$ cat src/rtl/tinyalu_pkg.sv
// rtl/tinyalu_pkg.sv - shared op encodings, state and owner types for the tinyalu arbiter
// Purpose: common types and helpers imported by the arbiter top and its grant sub-module.
// Ports: none (package).
package tinyalu_pkg;

    localparam logic [2:0] NO_OP  = 3'b000;
    localparam logic [2:0] ADD    = 3'b001;
    localparam logic [2:0] AND    = 3'b010;
    localparam logic [2:0] XOR    = 3'b011;
    localparam logic [2:0] MUL    = 3'b100;
    localparam logic [2:0] RST_OP = 3'b111;

    typedef enum logic [1:0] {
        ST_IDLE,
        ST_ISSUE,
        ST_RELEASE,
        ST_RESP
    } arb_state_e;

    typedef enum logic {
        OWN_A,
        OWN_B
    } owner_e;

    // Ops that are actually forwarded to the ALU.
    function automatic logic op_uses_alu(input logic [2:0] op);
        return (op == ADD) || (op == AND) || (op == XOR) || (op == MUL);
    endfunction

    // Ops answered locally with an error; RST_OP is named explicitly because
    // letting a requester reset the shared ALU would corrupt the other side.
    function automatic logic op_is_illegal(input logic [2:0] op);
        return (op == RST_OP) || (op > MUL);
    endfunction

endpackage

$ cat src/rtl/tinyalu_arbiter_if.sv
// rtl/tinyalu_arbiter_if.sv - command/response and ALU pin bundle for the tinyalu arbiter
// Purpose: groups both requester ports and the ALU pins.
// Modports: slave  - the arbiter (consumes commands, produces responses, drives ALU pins)
//           master - the environment (requesters plus the ALU itself)
interface tinyalu_arbiter_if;

    logic        req_valid_a;
    logic        req_ready_a;
    logic [7:0]  req_A_a;
    logic [7:0]  req_B_a;
    logic [2:0]  req_op_a;
    logic        req_valid_b;
    logic        req_ready_b;
    logic [7:0]  req_A_b;
    logic [7:0]  req_B_b;
    logic [2:0]  req_op_b;

    logic        rsp_valid_a;
    logic        rsp_ready_a;
    logic [15:0] rsp_result_a;
    logic        rsp_err_a;
    logic        rsp_valid_b;
    logic        rsp_ready_b;
    logic [15:0] rsp_result_b;
    logic        rsp_err_b;

    logic [7:0]  alu_A;
    logic [7:0]  alu_B;
    logic [2:0]  alu_op;
    logic        alu_start;
    logic        alu_done;
    logic [15:0] alu_result;

    modport slave (
        input  req_valid_a, req_A_a, req_B_a, req_op_a,
        input  req_valid_b, req_A_b, req_B_b, req_op_b,
        output req_ready_a, req_ready_b,
        output rsp_valid_a, rsp_result_a, rsp_err_a,
        output rsp_valid_b, rsp_result_b, rsp_err_b,
        input  rsp_ready_a, rsp_ready_b,
        output alu_A, alu_B, alu_op, alu_start,
        input  alu_done, alu_result
    );

    modport master (
        output req_valid_a, req_A_a, req_B_a, req_op_a,
        output req_valid_b, req_A_b, req_B_b, req_op_b,
        input  req_ready_a, req_ready_b,
        input  rsp_valid_a, rsp_result_a, rsp_err_a,
        input  rsp_valid_b, rsp_result_b, rsp_err_b,
        output rsp_ready_a, rsp_ready_b,
        input  alu_A, alu_B, alu_op, alu_start,
        output alu_done, alu_result
    );

endinterface

$ cat src/rtl/tinyalu_rr_arb2.sv
// rtl/tinyalu_rr_arb2.sv - two-way round-robin grant
// Purpose: combinational grant from the two request valids and the last-served owner.
// Ports: valid_a/valid_b in  - request valids
//        last            in  - owner served most recently
//        grant_a/grant_b out - one-hot (or zero) grant
module tinyalu_rr_arb2
    import tinyalu_pkg::*;
(
    input  logic   valid_a,
    input  logic   valid_b,
    input  owner_e last,
    output logic   grant_a,
    output logic   grant_b
);

    // On a tie the requester not served last wins, so the grants are mutually exclusive.
    always_comb begin
        grant_a = valid_a && (!valid_b || (last == OWN_B));
        grant_b = valid_b && (!valid_a || (last == OWN_A));
    end

endmodule

$ cat src/rtl/tinyalu_arbiter.sv
// rtl/tinyalu_arbiter.sv - round-robin sequencer sharing one tinyalu between two requesters
// Purpose: arbitrates commands from A and B, drives the ALU start/operand pins, filters
//          illegal ops, bounds each op with a timeout and returns the result to its owner.
// Ports: clk, reset_n  - clock, synchronous active-low reset
//        bus (slave)   - requester command/response ports and ALU pins
//        busy          - high whenever the sequencer is not IDLE
//        timeout_cnt   - saturating count of timed-out ops
module tinyalu_arbiter
    import tinyalu_pkg::*;
#(
    parameter int unsigned TIMEOUT = 15
) (
    input  logic             clk,
    input  logic             reset_n,
    tinyalu_arbiter_if.slave bus,
    output logic             busy,
    output logic [7:0]       timeout_cnt
);

    localparam logic [7:0] CNT_LAST = 8'(TIMEOUT - 1);

    arb_state_e  state_q, state_d;
    owner_e      last_q, last_d;
    owner_e      owner_q, owner_d;
    logic [7:0]  cnt_q, cnt_d;
    logic [7:0]  alu_a_q, alu_a_d;
    logic [7:0]  alu_b_q, alu_b_d;
    logic [2:0]  alu_op_q, alu_op_d;
    logic        alu_start_q, alu_start_d;
    logic [15:0] result_q, result_d;
    logic        err_q, err_d;
    logic        rsp_valid_q, rsp_valid_d;
    logic [7:0]  timeout_cnt_q, timeout_cnt_d;

    logic        grant_a;
    logic        grant_b;
    logic        accept;
    owner_e      sel;
    logic [7:0]  sel_a;
    logic [7:0]  sel_b;
    logic [2:0]  sel_op;
    logic        rsp_ready_own;

    tinyalu_rr_arb2 u_arb (
        .valid_a (bus.req_valid_a),
        .valid_b (bus.req_valid_b),
        .last    (last_q),
        .grant_a (grant_a),
        .grant_b (grant_b)
    );

    assign bus.req_ready_a = (state_q == ST_IDLE) && grant_a;
    assign bus.req_ready_b = (state_q == ST_IDLE) && grant_b;
    assign accept = (bus.req_ready_a && bus.req_valid_a) || (bus.req_ready_b && bus.req_valid_b);

    always_comb begin
        sel    = grant_b ? OWN_B : OWN_A;
        sel_a  = grant_b ? bus.req_A_b  : bus.req_A_a;
        sel_b  = grant_b ? bus.req_B_b  : bus.req_B_a;
        sel_op = grant_b ? bus.req_op_b : bus.req_op_a;
        rsp_ready_own = (owner_q == OWN_B) ? bus.rsp_ready_b : bus.rsp_ready_a;
    end

    always_comb begin
        state_d       = state_q;
        last_d        = last_q;
        owner_d       = owner_q;
        cnt_d         = cnt_q;
        alu_a_d       = alu_a_q;
        alu_b_d       = alu_b_q;
        alu_op_d      = alu_op_q;
        alu_start_d   = alu_start_q;
        result_d      = result_q;
        err_d         = err_q;
        rsp_valid_d   = rsp_valid_q;
        timeout_cnt_d = timeout_cnt_q;

        case (state_q)
            ST_IDLE: begin
                if (accept) begin
                    owner_d = sel;
                    last_d  = sel;
                    if (op_uses_alu(sel_op)) begin
                        state_d     = ST_ISSUE;
                        cnt_d       = 8'd0;
                        alu_start_d = 1'b1;
                        alu_a_d     = sel_a;
                        alu_b_d     = sel_b;
                        alu_op_d    = sel_op;
                    end else begin
                        // NO_OP and illegal ops are answered without touching the ALU.
                        state_d     = ST_RESP;
                        rsp_valid_d = 1'b1;
                        result_d    = 16'h0000;
                        err_d       = op_is_illegal(sel_op);
                    end
                end
            end

            ST_ISSUE: begin
                // done is checked first so a completion in the last allowed cycle still succeeds
                if (bus.alu_done) begin
                    state_d     = ST_RELEASE;
                    result_d    = bus.alu_result;
                    err_d       = 1'b0;
                    alu_start_d = 1'b0;
                    alu_a_d     = 8'h00;
                    alu_b_d     = 8'h00;
                    alu_op_d    = 3'b000;
                end else if (cnt_q == CNT_LAST) begin
                    state_d     = ST_RELEASE;
                    result_d    = 16'h0000;
                    err_d       = 1'b1;
                    alu_start_d = 1'b0;
                    alu_a_d     = 8'h00;
                    alu_b_d     = 8'h00;
                    alu_op_d    = 3'b000;
                    if (timeout_cnt_q != 8'hFF) begin
                        timeout_cnt_d = timeout_cnt_q + 8'd1;
                    end
                end else begin
                    cnt_d = cnt_q + 8'd1;
                end
            end

            // One cycle with start low so the ALU always sees a gap between ops.
            ST_RELEASE: begin
                state_d     = ST_RESP;
                rsp_valid_d = 1'b1;
            end

            ST_RESP: begin
                if (rsp_ready_own) begin
                    state_d     = ST_IDLE;
                    rsp_valid_d = 1'b0;
                end
            end

            default: begin
                state_d = ST_IDLE;
            end
        endcase
    end

    always_ff @(posedge clk) begin
        if (!reset_n) begin
            state_q       <= ST_IDLE;
            last_q        <= OWN_B;
            owner_q       <= OWN_A;
            cnt_q         <= 8'd0;
            alu_a_q       <= 8'h00;
            alu_b_q       <= 8'h00;
            alu_op_q      <= 3'b000;
            alu_start_q   <= 1'b0;
            result_q      <= 16'h0000;
            err_q         <= 1'b0;
            rsp_valid_q   <= 1'b0;
            timeout_cnt_q <= 8'd0;
        end else begin
            state_q       <= state_d;
            last_q        <= last_d;
            owner_q       <= owner_d;
            cnt_q         <= cnt_d;
            alu_a_q       <= alu_a_d;
            alu_b_q       <= alu_b_d;
            alu_op_q      <= alu_op_d;
            alu_start_q   <= alu_start_d;
            result_q      <= result_d;
            err_q         <= err_d;
            rsp_valid_q   <= rsp_valid_d;
            timeout_cnt_q <= timeout_cnt_d;
        end
    end

    assign bus.alu_A     = alu_a_q;
    assign bus.alu_B     = alu_b_q;
    assign bus.alu_op    = alu_op_q;
    assign bus.alu_start = alu_start_q;

    // Only the owner sees the response; the other side stays all-zero.
    assign bus.rsp_valid_a  = rsp_valid_q && (owner_q == OWN_A);
    assign bus.rsp_valid_b  = rsp_valid_q && (owner_q == OWN_B);
    assign bus.rsp_result_a = bus.rsp_valid_a ? result_q : 16'h0000;
    assign bus.rsp_result_b = bus.rsp_valid_b ? result_q : 16'h0000;
    assign bus.rsp_err_a    = bus.rsp_valid_a && err_q;
    assign bus.rsp_err_b    = bus.rsp_valid_b && err_q;

    assign busy        = (state_q != ST_IDLE);
    assign timeout_cnt = timeout_cnt_q;

endmodule

$ cat src/flat_wrapper.sv
// flat-port wrapper written by rule: the top's interface ports become plain ports
module tinyalu_arbiter_flat import tinyalu_pkg::*;
#(
    parameter int unsigned TIMEOUT = 15
)
  (clk, reset_n, busy, timeout_cnt, bus_req_valid_a, bus_req_A_a, bus_req_B_a, bus_req_op_a, bus_req_valid_b, bus_req_A_b, bus_req_B_b, bus_req_op_b, bus_req_ready_a, bus_req_ready_b, bus_rsp_valid_a, bus_rsp_result_a, bus_rsp_err_a, bus_rsp_valid_b, bus_rsp_result_b, bus_rsp_err_b, bus_rsp_ready_a, bus_rsp_ready_b, bus_alu_A, bus_alu_B, bus_alu_op, bus_alu_start, bus_alu_done, bus_alu_result);
  tinyalu_arbiter_if bus_i ();
  input  logic clk;
  input  logic reset_n;
  output logic busy;
  output logic [7:0] timeout_cnt;
  input wire logic [$bits(bus_i.req_valid_a)-1:0] bus_req_valid_a;
  input wire logic [$bits(bus_i.req_A_a)-1:0] bus_req_A_a;
  input wire logic [$bits(bus_i.req_B_a)-1:0] bus_req_B_a;
  input wire logic [$bits(bus_i.req_op_a)-1:0] bus_req_op_a;
  input wire logic [$bits(bus_i.req_valid_b)-1:0] bus_req_valid_b;
  input wire logic [$bits(bus_i.req_A_b)-1:0] bus_req_A_b;
  input wire logic [$bits(bus_i.req_B_b)-1:0] bus_req_B_b;
  input wire logic [$bits(bus_i.req_op_b)-1:0] bus_req_op_b;
  output wire logic [$bits(bus_i.req_ready_a)-1:0] bus_req_ready_a;
  output wire logic [$bits(bus_i.req_ready_b)-1:0] bus_req_ready_b;
  output wire logic [$bits(bus_i.rsp_valid_a)-1:0] bus_rsp_valid_a;
  output wire logic [$bits(bus_i.rsp_result_a)-1:0] bus_rsp_result_a;
  output wire logic [$bits(bus_i.rsp_err_a)-1:0] bus_rsp_err_a;
  output wire logic [$bits(bus_i.rsp_valid_b)-1:0] bus_rsp_valid_b;
  output wire logic [$bits(bus_i.rsp_result_b)-1:0] bus_rsp_result_b;
  output wire logic [$bits(bus_i.rsp_err_b)-1:0] bus_rsp_err_b;
  input wire logic [$bits(bus_i.rsp_ready_a)-1:0] bus_rsp_ready_a;
  input wire logic [$bits(bus_i.rsp_ready_b)-1:0] bus_rsp_ready_b;
  output wire logic [$bits(bus_i.alu_A)-1:0] bus_alu_A;
  output wire logic [$bits(bus_i.alu_B)-1:0] bus_alu_B;
  output wire logic [$bits(bus_i.alu_op)-1:0] bus_alu_op;
  output wire logic [$bits(bus_i.alu_start)-1:0] bus_alu_start;
  input wire logic [$bits(bus_i.alu_done)-1:0] bus_alu_done;
  input wire logic [$bits(bus_i.alu_result)-1:0] bus_alu_result;
  assign bus_i.req_valid_a = bus_req_valid_a;
  assign bus_i.req_A_a = bus_req_A_a;
  assign bus_i.req_B_a = bus_req_B_a;
  assign bus_i.req_op_a = bus_req_op_a;
  assign bus_i.req_valid_b = bus_req_valid_b;
  assign bus_i.req_A_b = bus_req_A_b;
  assign bus_i.req_B_b = bus_req_B_b;
  assign bus_i.req_op_b = bus_req_op_b;
  assign bus_req_ready_a = bus_i.req_ready_a;
  assign bus_req_ready_b = bus_i.req_ready_b;
  assign bus_rsp_valid_a = bus_i.rsp_valid_a;
  assign bus_rsp_result_a = bus_i.rsp_result_a;
  assign bus_rsp_err_a = bus_i.rsp_err_a;
  assign bus_rsp_valid_b = bus_i.rsp_valid_b;
  assign bus_rsp_result_b = bus_i.rsp_result_b;
  assign bus_rsp_err_b = bus_i.rsp_err_b;
  assign bus_i.rsp_ready_a = bus_rsp_ready_a;
  assign bus_i.rsp_ready_b = bus_rsp_ready_b;
  assign bus_alu_A = bus_i.alu_A;
  assign bus_alu_B = bus_i.alu_B;
  assign bus_alu_op = bus_i.alu_op;
  assign bus_alu_start = bus_i.alu_start;
  assign bus_i.alu_done = bus_alu_done;
  assign bus_i.alu_result = bus_alu_result;
  tinyalu_arbiter #(.TIMEOUT(TIMEOUT)) u_core (.clk(clk), .reset_n(reset_n), .bus(bus_i), .busy(busy), .timeout_cnt(timeout_cnt));
endmodule
$ cat config.mk
export PLATFORM = sky130hd
export DESIGN_NAME = tinyalu_arbiter_flat
export DESIGN_NICKNAME = d
export VERILOG_FILES = /design/src/rtl/tinyalu_pkg.sv /design/src/rtl/tinyalu_arbiter_if.sv /design/src/rtl/tinyalu_rr_arb2.sv /design/src/rtl/tinyalu_arbiter.sv /design/src/flat_wrapper.sv
export SDC_FILE = /design/constraint.sdc
export NUM_CORES = 1
export LEC_CHECK = 0
export ABC_AREA = 1
export CAP_MARGIN = 25
export CORE_MARGIN = 10
export CORE_UTILIZATION = 41
export DETAILED_ROUTE_END_ITERATION = 7
export GPL_ROUTABILITY_DRIVEN = 0
export HOLD_SLACK_MARGIN = 0.02
export PLACE_DENSITY = 0.8
export SETUP_SLACK_MARGIN = 0.4
export SLEW_MARGIN = 20
export SYNTH_ARGS = -nofsm -noshare
export SYNTH_HDL_FRONTEND = slang
export SYNTH_SLANG_ARGS = --single-unit
$ cat constraint.sdc
create_clock -name clk -period 1.65 [get_ports clk]
set_input_delay 0.2475 -clock clk [delete_from_list [all_inputs] [get_ports clk]]
set_output_delay 0.2475 -clock clk [all_outputs]
set_load 0.05 [all_outputs]
==> impl_metrics.yaml, run 1 <==
cells_and_area:
  layout_common_cells: "nand2_1, buf_4, clkdlybuf4s50_1, buf_12, dfxtp_1"
  area_growth_pct: 105
  diodes: 0
  final_common_cell: "nand2_1"
  nets: 807
  fillers: 346
  final_layout_size_suffix_gt1_share_pct: 46.6
global_routing:
  grt_use_total_pct: 25.5
  grt_pass1_vias: 4966
  grt_pass1_wl_mm: 26.4
  antenna_found_initial: 0
  grt_overflow_total: 0
  grt_max_degree: 28
timing:
  worst_pin_slew_ps: 396
  period_minus_slack_ps: 1990
  hold_viol_final: 0
  timing.hold.ws_ps: 476
  clock_skew_ps: 14.2
  setup_violations: 54
  rsz0062_at_grt: "true"
  timing.final.crit_share_pct: 120
  max_freq_mhz: 503
  slew_headroom_pct: 73.6
  setup_ws_ps: -336
  maxSlewViolCount: 0
floorplan:
  design.die.area_um2: 12500
  die_h_um: 112
  io-pin-count: 128
  core.rowCount: 33
  core_area_um2: 8220
  die_w_um: 112
  initial_core_util_pct: 42.2
placement:
  port_buffers: 127
  hpwl_mm: 9.47
clocking:
  postCtsHoldBufs: 0
  insertion_delay_ps: 370
  cts_sinks: 58
  cts_tree: "built"
  clock-root-buffer: "clkbuf_8"
  cts_made_buffers: 9
  ctsLongestPathBuffers: 2
  cts.clk_slew.worst_paths_ps: 80
  cts_max_level: 3
route:
  drc_errors: 0
  via_per_inst: 6.23
  vias: 5282
  routedWlPerCell_um: 25.0
  routed_wl_mm: 21.2
  firstDrtPassIters: 6
  ant_nets: 0
  drt_iter0_drc: 629
logic_synthesis:
  synthesis.nets: 604
  syn_area_um2: 3470
  synth_area_per_cell_um2: 6.48
  ys_seq_area_share_pct: 33.5
  synth_cell_types: 30
  postSynth.asyncResetShare_pct: 0
  ys.warnings.count: 0
  postSynthCellCount: 535
  ys_seq_elements: 58
  synth_ff_type: "dfxtp_1"
  synth_edf_count: 0
worst_setup_path:
  crit_arrival_ps: 2230
  r2r_end: "u_core.bus.alu_A[3]$_SDFFE_PN0P_"
  crit_type: "reg -> reg"
  required_ps: 1890
  reg2reg_from: "u_core.state_q[1]$_SDFFE_PN0P_"
  cp_max_fo: 9
  crit_path_end_kind: "register"
  worstRegToRegCells: 11
  reg2reg_slack_ps: -340
  startpoint_type: "register"
pwr:
  p_leak_nw: 2.85
  p_per_area_nw_per_um2: 1820
  ir_drop_mv: 1.14
  p_total_mw: 12.9
run_status:
  run_status: "finished, violations left"
  violations: "setup timing"
hold_path:
  holdCritStartpoint: "u_core.bus.alu_A[7]$_SDFFE_PN0P_"
  whs_path_depth: 2
  hold_path.class: "reg -> reg"
  whs_endpoint: "u_core.bus.alu_A[7]$_SDFFE_PN0P_"
job:
  drv_cap: 0
[worst max-delay path, cell delays in order (launching register included)]
cell and delay [ps]:
dfxtp_4 390, inv_6 60, ha_4 170, buf_4 170, nand3_4 120, nand2_4 60, nor2_4 150, buf_6 150
nand2_4 90, bufbuf_16 290, nand2_1 90, a21oi_1 100
[flip-flops by register name (all words and copies together) (netlist names)]
register and count:
u_core.bus.alu_A 8, u_core.bus.alu_B 8, u_core.bus.alu_op 3, u_core.bus.alu_start 1
u_core.cnt_q 8, u_core.err_q 1, u_core.last_q 1, u_core.owner_q 1
u_core.result_q 16, u_core.rsp_valid_q 1, u_core.state_q 2, u_core.timeout_cnt 8
[report_power, final]
group          internal [mW]  switching, mW  leakage (nW)  total (mW)
clock                  0.734          0.654        0.0953        1.39
combinational           3.89           5.54          2.27        9.43
sequential              1.77          0.318         0.481        2.09
total                   6.39           6.52          2.85        12.9
[worst max-delay path by stage]
stage / from / to / slack [ps] / cells after the start
floorplan: u_core.state_q[1]$_SDFFE_PN0P_ / u_core.owner_q$_SDFFE_PN0P_ / -190 / 6
finish: u_core.state_q[1]$_SDFFE_PN0P_ / u_core.bus.alu_A[3]$_SDFFE_PN0P_ / -340 / 11
global placement: bus_req_valid_b / u_core.result_q[0]$_SDFFE_PN0P_ / -310 / 12
global route: u_core.cnt_q[4]$_SDFFE_PN0P_ / u_core.bus.alu_A[3]$_SDFFE_PN0P_ / -340 / 10
CTS: u_core.state_q[0]$_SDFFE_PN0P_ / bus_req_ready_a / -140 / 6
detailed placement: bus_req_valid_b / u_core.result_q[0]$_SDFFE_PN0P_ / -420 / 12
[final cells by class]
type | instances | area (um2) | share of cell area (%)
Clock inverter | 5 | 55.1 | 0.776
Sequential cell | 58 | 1190 | 16.8
Inverter | 54 | 231 | 3.26
Multi-Input combinational cell | 397 | 2750 | 38.7
Timing Repair inverter | 1 | 8.76 | 0.124
Clock buffer | 11 | 141 | 1.99
Tap cell | 105 | 131 | 1.85
Timing Repair Buffer | 217 | 2590 | 36.5
[cell families (layout without fill, tap and decap cells)]
logic type | Yosys count | count (layout) | synth area share (%)
AO/OA/AOI/OAI | 62 | 62 | 9.82
XOR/XNOR | 5 | 5 | 1.26
adder cells (fa/ha/maj) | 8 | 8 | 2.89
buffers and inverters | 83 | 288 | 11.3
flip-flops | 58 | 58 | 33.5
AND/OR/NAND/NOR | 319 | 322 | 41.3
[metal layers]
metal / part of all wire (%) / vias up / GRT usage (%) / wire, um
li1: - / 2115 / - / -
met1: 32 / 2397 / 25.5 / 6860
met2: 47 / 563 / 45.1 / 9990
met3: 11 / 207 / 6.17 / 2280
met4: 9.8 / 0 / 18.5 / 2080
met5: 0 / - / 0 / 0
[stage by stage]
step           setup TNS [ps]  utilization, %  area, um2  cells  worst slack, ps
2_1_floorplan            -484               -       3830    535             -193
3_3_place_gp           -12190            69.6       5720    785             -306
3_5_place_dp           -16210            69.6       5720    785             -420
4_1_cts                 -1670            81.1       6660    836             -135
5_1_grt                -10940            86.3       7090    848             -340
6_report                -9510            86.3       7090    848             -336
[synthesized netlist by cell type (all sizes together), types with 4 or more instances]
cell type  number  area share (%)
a21oi          55             8.5
buf            15             3.9
clkbuf         14             1.5
dfxtp          58              33
ha              8             2.9
inv            54             5.8
nand2         137              16
nand3          74              13
nor2           98              11
nor3            4            0.58
o21ai           4            0.69
xor2            4             1.0
[repair_timing]
item,4_1_cts,5_1_grt
setup buffers,27,10
gates cloned,8,2
endpoints found under the setup margin,97,97
pin swaps,21,23
resized for setup,85,79
Power figures use the tool's default switching activity.
==> run 2, diff against run 1 <==
==> constraint.sdc (replaced) <==
create_clock -name clk -period 1.65 [get_ports clk]
set_input_delay 0.495 -clock clk [delete_from_list [all_inputs] [get_ports clk]]
set_output_delay 0.495 -clock clk [all_outputs]
set_load 0.05 [all_outputs]
==> run 2 against run 1 <==
  * The run now fails in global routing (5_1_grt)
  * Synthesized cell count is the same
  * Synthesized area is the same
==> impl_metrics.yaml, run 2 <==
run_status:
  run_status: "stopped before the end"
  last-stage-reached: "global routing (5_1_grt)"
  error_line: "[ERROR DPL-0038] Utilization greater than 100%, impossible to legalize"
logic_synthesis:
  synth_area_per_cell_um2: 6.48
  ys.warnings.count: 0
  ys_seq_area_share_pct: 33.5
  postSynthCellCount: 535
  postSynth.asyncResetShare_pct: 0
  yosys.area.top_type_share_pct: 33.5
  yosysTopAreaCell: "dfxtp_1"
  syn_area_um2: 3470
  synth_edf_count: 0
  ys_seq_elements: 58
  synthesis.nets: 604
  synthTopCellsByArea: "dfxtp_1, nand2_1, nor2_1, nand3_1, a21oi_1"
  yosysMostFrequentCell: "nand2_1"
  synth_cell_types: 30
  synth_ff_type: "dfxtp_1"
  synth_common_cells: "nand2_1, nor2_1, nand3_1"
global_routing:
  grt_max_degree: 28
floorplan:
  core.rowCount: 33
  die_h_um: 112
  die_w_um: 112
  io-pin-count: 128
  initial_core_util_pct: 42.2
timing:
  crit_endpoint: "bus_req_ready_b"
  endpoint_type: "output port"
clocking:
  postCtsHoldBufs: 0
  cts_made_buffers: 9
  cts_max_level: 3
  clock-root-buffer: "clkbuf_8"
  ctsLongestPathBuffers: 2
  cts_sinks: 58
placement:
  port_buffers: 127
  hpwl_mm: 9.61
-- run 2: cell counts after synthesis --
Identical to the previous run, type by type.
-- run 2: timing repair --
item	in CTS
endpoints found under the hold margin	0
setup endpoints to repair	125
setup buffers	46
pin swaps	52
resized for setup	182
gates cloned	9
-- run 2: logic make-up after synthesis --
logic type	count (synthesis)	synth area share [%]
simple gates	319	41.3
buf+inv	83	11.3
compound gates	62	9.82
flops	58	33.5
fa+ha+maj	8	2.89
xor+xnor	5	1.26
-- run 2: through the flow --
step           hold slack [ps]  std cells  instance area [um2]  setup slack [ps]  setup TNS, ps
2_1_floorplan              439        535                 3960              -300           -977
3_5_place_dp               467        777                 6150              -675         -31580
3_3_place_gp               453        777                 6150              -592         -28150
4_1_cts                    475        847                 7490              -259          -6160
==> run 3, diff against run 2 <==
- CORE_UTILIZATION: 41 -> 30
- HOLD_SLACK_MARGIN: 0.02 -> unset
- PLACE_DENSITY: 0.8 -> unset
- PLACE_DENSITY_LB_ADDON: unset -> 0.15
- SETUP_SLACK_MARGIN: 0.4 -> unset
- clock period: 1.65 -> 2.1 ns (I/O delays scaled with it)
==> run 3 against run 2 <==
  * The run now ends clean
==> impl_metrics.yaml, run 3 (synthesized netlist as in run 1, its figures left out) <==
global_routing:
  antenna_found_initial: 0
  grt_max_degree: 28
  grt_use_total_pct: 13.8
  grt_overflow_total: 0
  top_usage_layer: "met2"
  grt_pass1_wl_mm: 18.8
  gr-usage-met1_pct: 16.8
  grtUsageMet3_pct: 3.52
  met2_usage_pct: 23.0
  grt_pass1_vias: 3654
pwr:
  p_total_mw: 7.49
  ir_drop_mv: 0.599
  p_leak_nw: 2.51
  p_per_area_nw_per_um2: 1280
clocking:
  clock-root-buffer: "clkbuf_16"
  cts_max_level: 3
  cts_made_buffers: 9
  cts_sinks: 58
  cts_tree: "built"
  ctsLongestPathBuffers: 2
  postCtsHoldBufs: 0
  insertion_delay_ps: 320
  cts.clk_slew.worst_paths_ps: 50
cells_and_area:
  nets: 760
  final_layout_size_suffix_gt1_share_pct: 25.1
  diodes: 0
  final_common_cell: "nand2_1"
  top_register: "u_core.result_q"
  layout_common_cells: "nand2_1, nor2_1, buf_4, nand3_1, clkdlybuf4s50_1"
  final_util_pct: 51.5
  final_cells: 839
  fillers: 1083
  largest_reg_flops: 16
  design_area_um2: 5850
  area_growth_pct: 68.9
route:
  via_per_inst: 4.54
  drt_iter0_drc: 219
  ant_nets: 0
  routedWlPerCell_um: 13.7
  routed_wl_mm: 11.5
  vias: 3812
  firstDrtPassIters: 4
  drc_errors: 0
timing:
  hold_viol_final: 0
  slew_headroom_pct: 79.1
  worst_pin_slew_ps: 312
  maxSlewViolCount: 0
  setup_violations: 0
  max_freq_mhz: 487
  fin_setup_tns_ps: 0
  period_minus_slack_ps: 2050
  timing.hold.ws_ps: 464
  setup_ws_ps: 47.9
  timing.final.crit_share_pct: 97.7
  rsz0062_at_grt: "true"
  clock_skew_ps: 5.18
hold_path:
  holdCritStartpoint: "u_core.bus.alu_op[2]$_SDFFE_PN0P_"
  hold_path.class: "reg -> reg"
  whs_endpoint: "u_core.bus.alu_op[2]$_SDFFE_PN0P_"
  whs_path_depth: 2
floorplan:
  io-pin-count: 128
  die_w_um: 128
  die_h_um: 128
  design.die.area_um2: 16300
  core.rowCount: 39
  initial_core_util_pct: 30.5
  core_area_um2: 11400
worst_setup_path:
  crit_path_end_kind: "output pin"
  reg2reg_slack_ps: 180
  crit_type: "reg -> out"
  cp_max_fo: 4
  crit_chain: "inv_4 > ha_4 > clkinvlp_4 > buf_6 > nor2_4 > buf_12"
  required_ps: 1470
  reg2reg_from: "u_core.state_q[1]$_SDFFE_PN0P_"
  r2r_end: "u_core.bus.alu_A[2]$_SDFFE_PN0P_"
  worstRegToRegCells: 10
  crit_family: "buffers and inverters"
  cp_slowest_cell: "dfxtp_2"
  cpPeakStageDelay_ps: 340
  cp_num_buf_inv: 4
  crit_arrival_ps: 1420
  startpoint_type: "register"
placement:
  hpwl_mm: 8.98
  dp_cells: 813
  place_worst_setup_slack_ps: -340
  placed_cell_area_um2: 5480
  port_buffers: 127
run_status:
  run_status: "complete, no violations"
job:
  drv_cap: 0
==> run 3: how the worst max path moves through the flow <==
stage / from / end / slack [ps] / cells after the start
final: u_core.state_q[1]$_SDFFE_PN0P_ / bus_req_ready_b / 50 / 6
after floorplan: u_core.state_q[0]$_SDFFE_PN0P_ / bus_req_ready_a / -70 / 4
after global placement: bus_req_valid_b / bus_req_ready_b / -290 / 5
after CTS: bus_req_valid_a / bus_req_ready_b / 10 / 6
after detailed placement: bus_req_valid_a / u_core.result_q[9]$_SDFFE_PN0P_ / -340 / 13
after global routing: u_core.state_q[0]$_SDFFE_PN0P_ / bus_req_ready_a / -10 / 5
==> run 3: report_power, final <==
| group | total (mW) | switching [mW] | internal, mW |
|---|---|---|---|
| Sequential | 1.54 | 0.162 | 1.38 |
| Clock | 1.41 | 0.506 | 0.909 |
| Combinational | 4.54 | 2.67 | 1.87 |
| Total | 7.49 | 3.33 | 4.16 |
==> run 3: area by class of cell <==
cell class / count / area [um2] / share of cell area, %
repair buffers: 174 / 2060 / 35.2
multi-input cells: 394 / 1950 / 33.4
flip-flops and latches: 58 / 1160 / 19.9
clock buffers: 10 / 229 / 3.91
inverters: 54 / 211 / 3.61
well taps: 143 / 179 / 3.06
clock inverters: 6 / 57.6 / 0.983
==> run 3: layer usage <==
| metal | up-vias | share of wire (%) |
|---|---|---|
| met5 | - | 0 |
| met4 | 0 | 1.8 |
| met3 | 16 | 5.7 |
| met2 | 88 | 48 |
| met1 | 1709 | 44 |
| li1 | 1999 | - |
==> run 3: timing repair <==
item                                    4_1_cts  5_1_grt
hold endpoints to repair                      0        0
buffers inserted                              3        7
resized for setup                            10        9
pin swaps                                     3        4
endpoints found under the setup margin        5        4
==> run 3: worst min-delay path, stage by stage, from the launching register on <==
cell and delay (ps):
dfxtp_1 310, nand2_1 60, a21oi_1 50
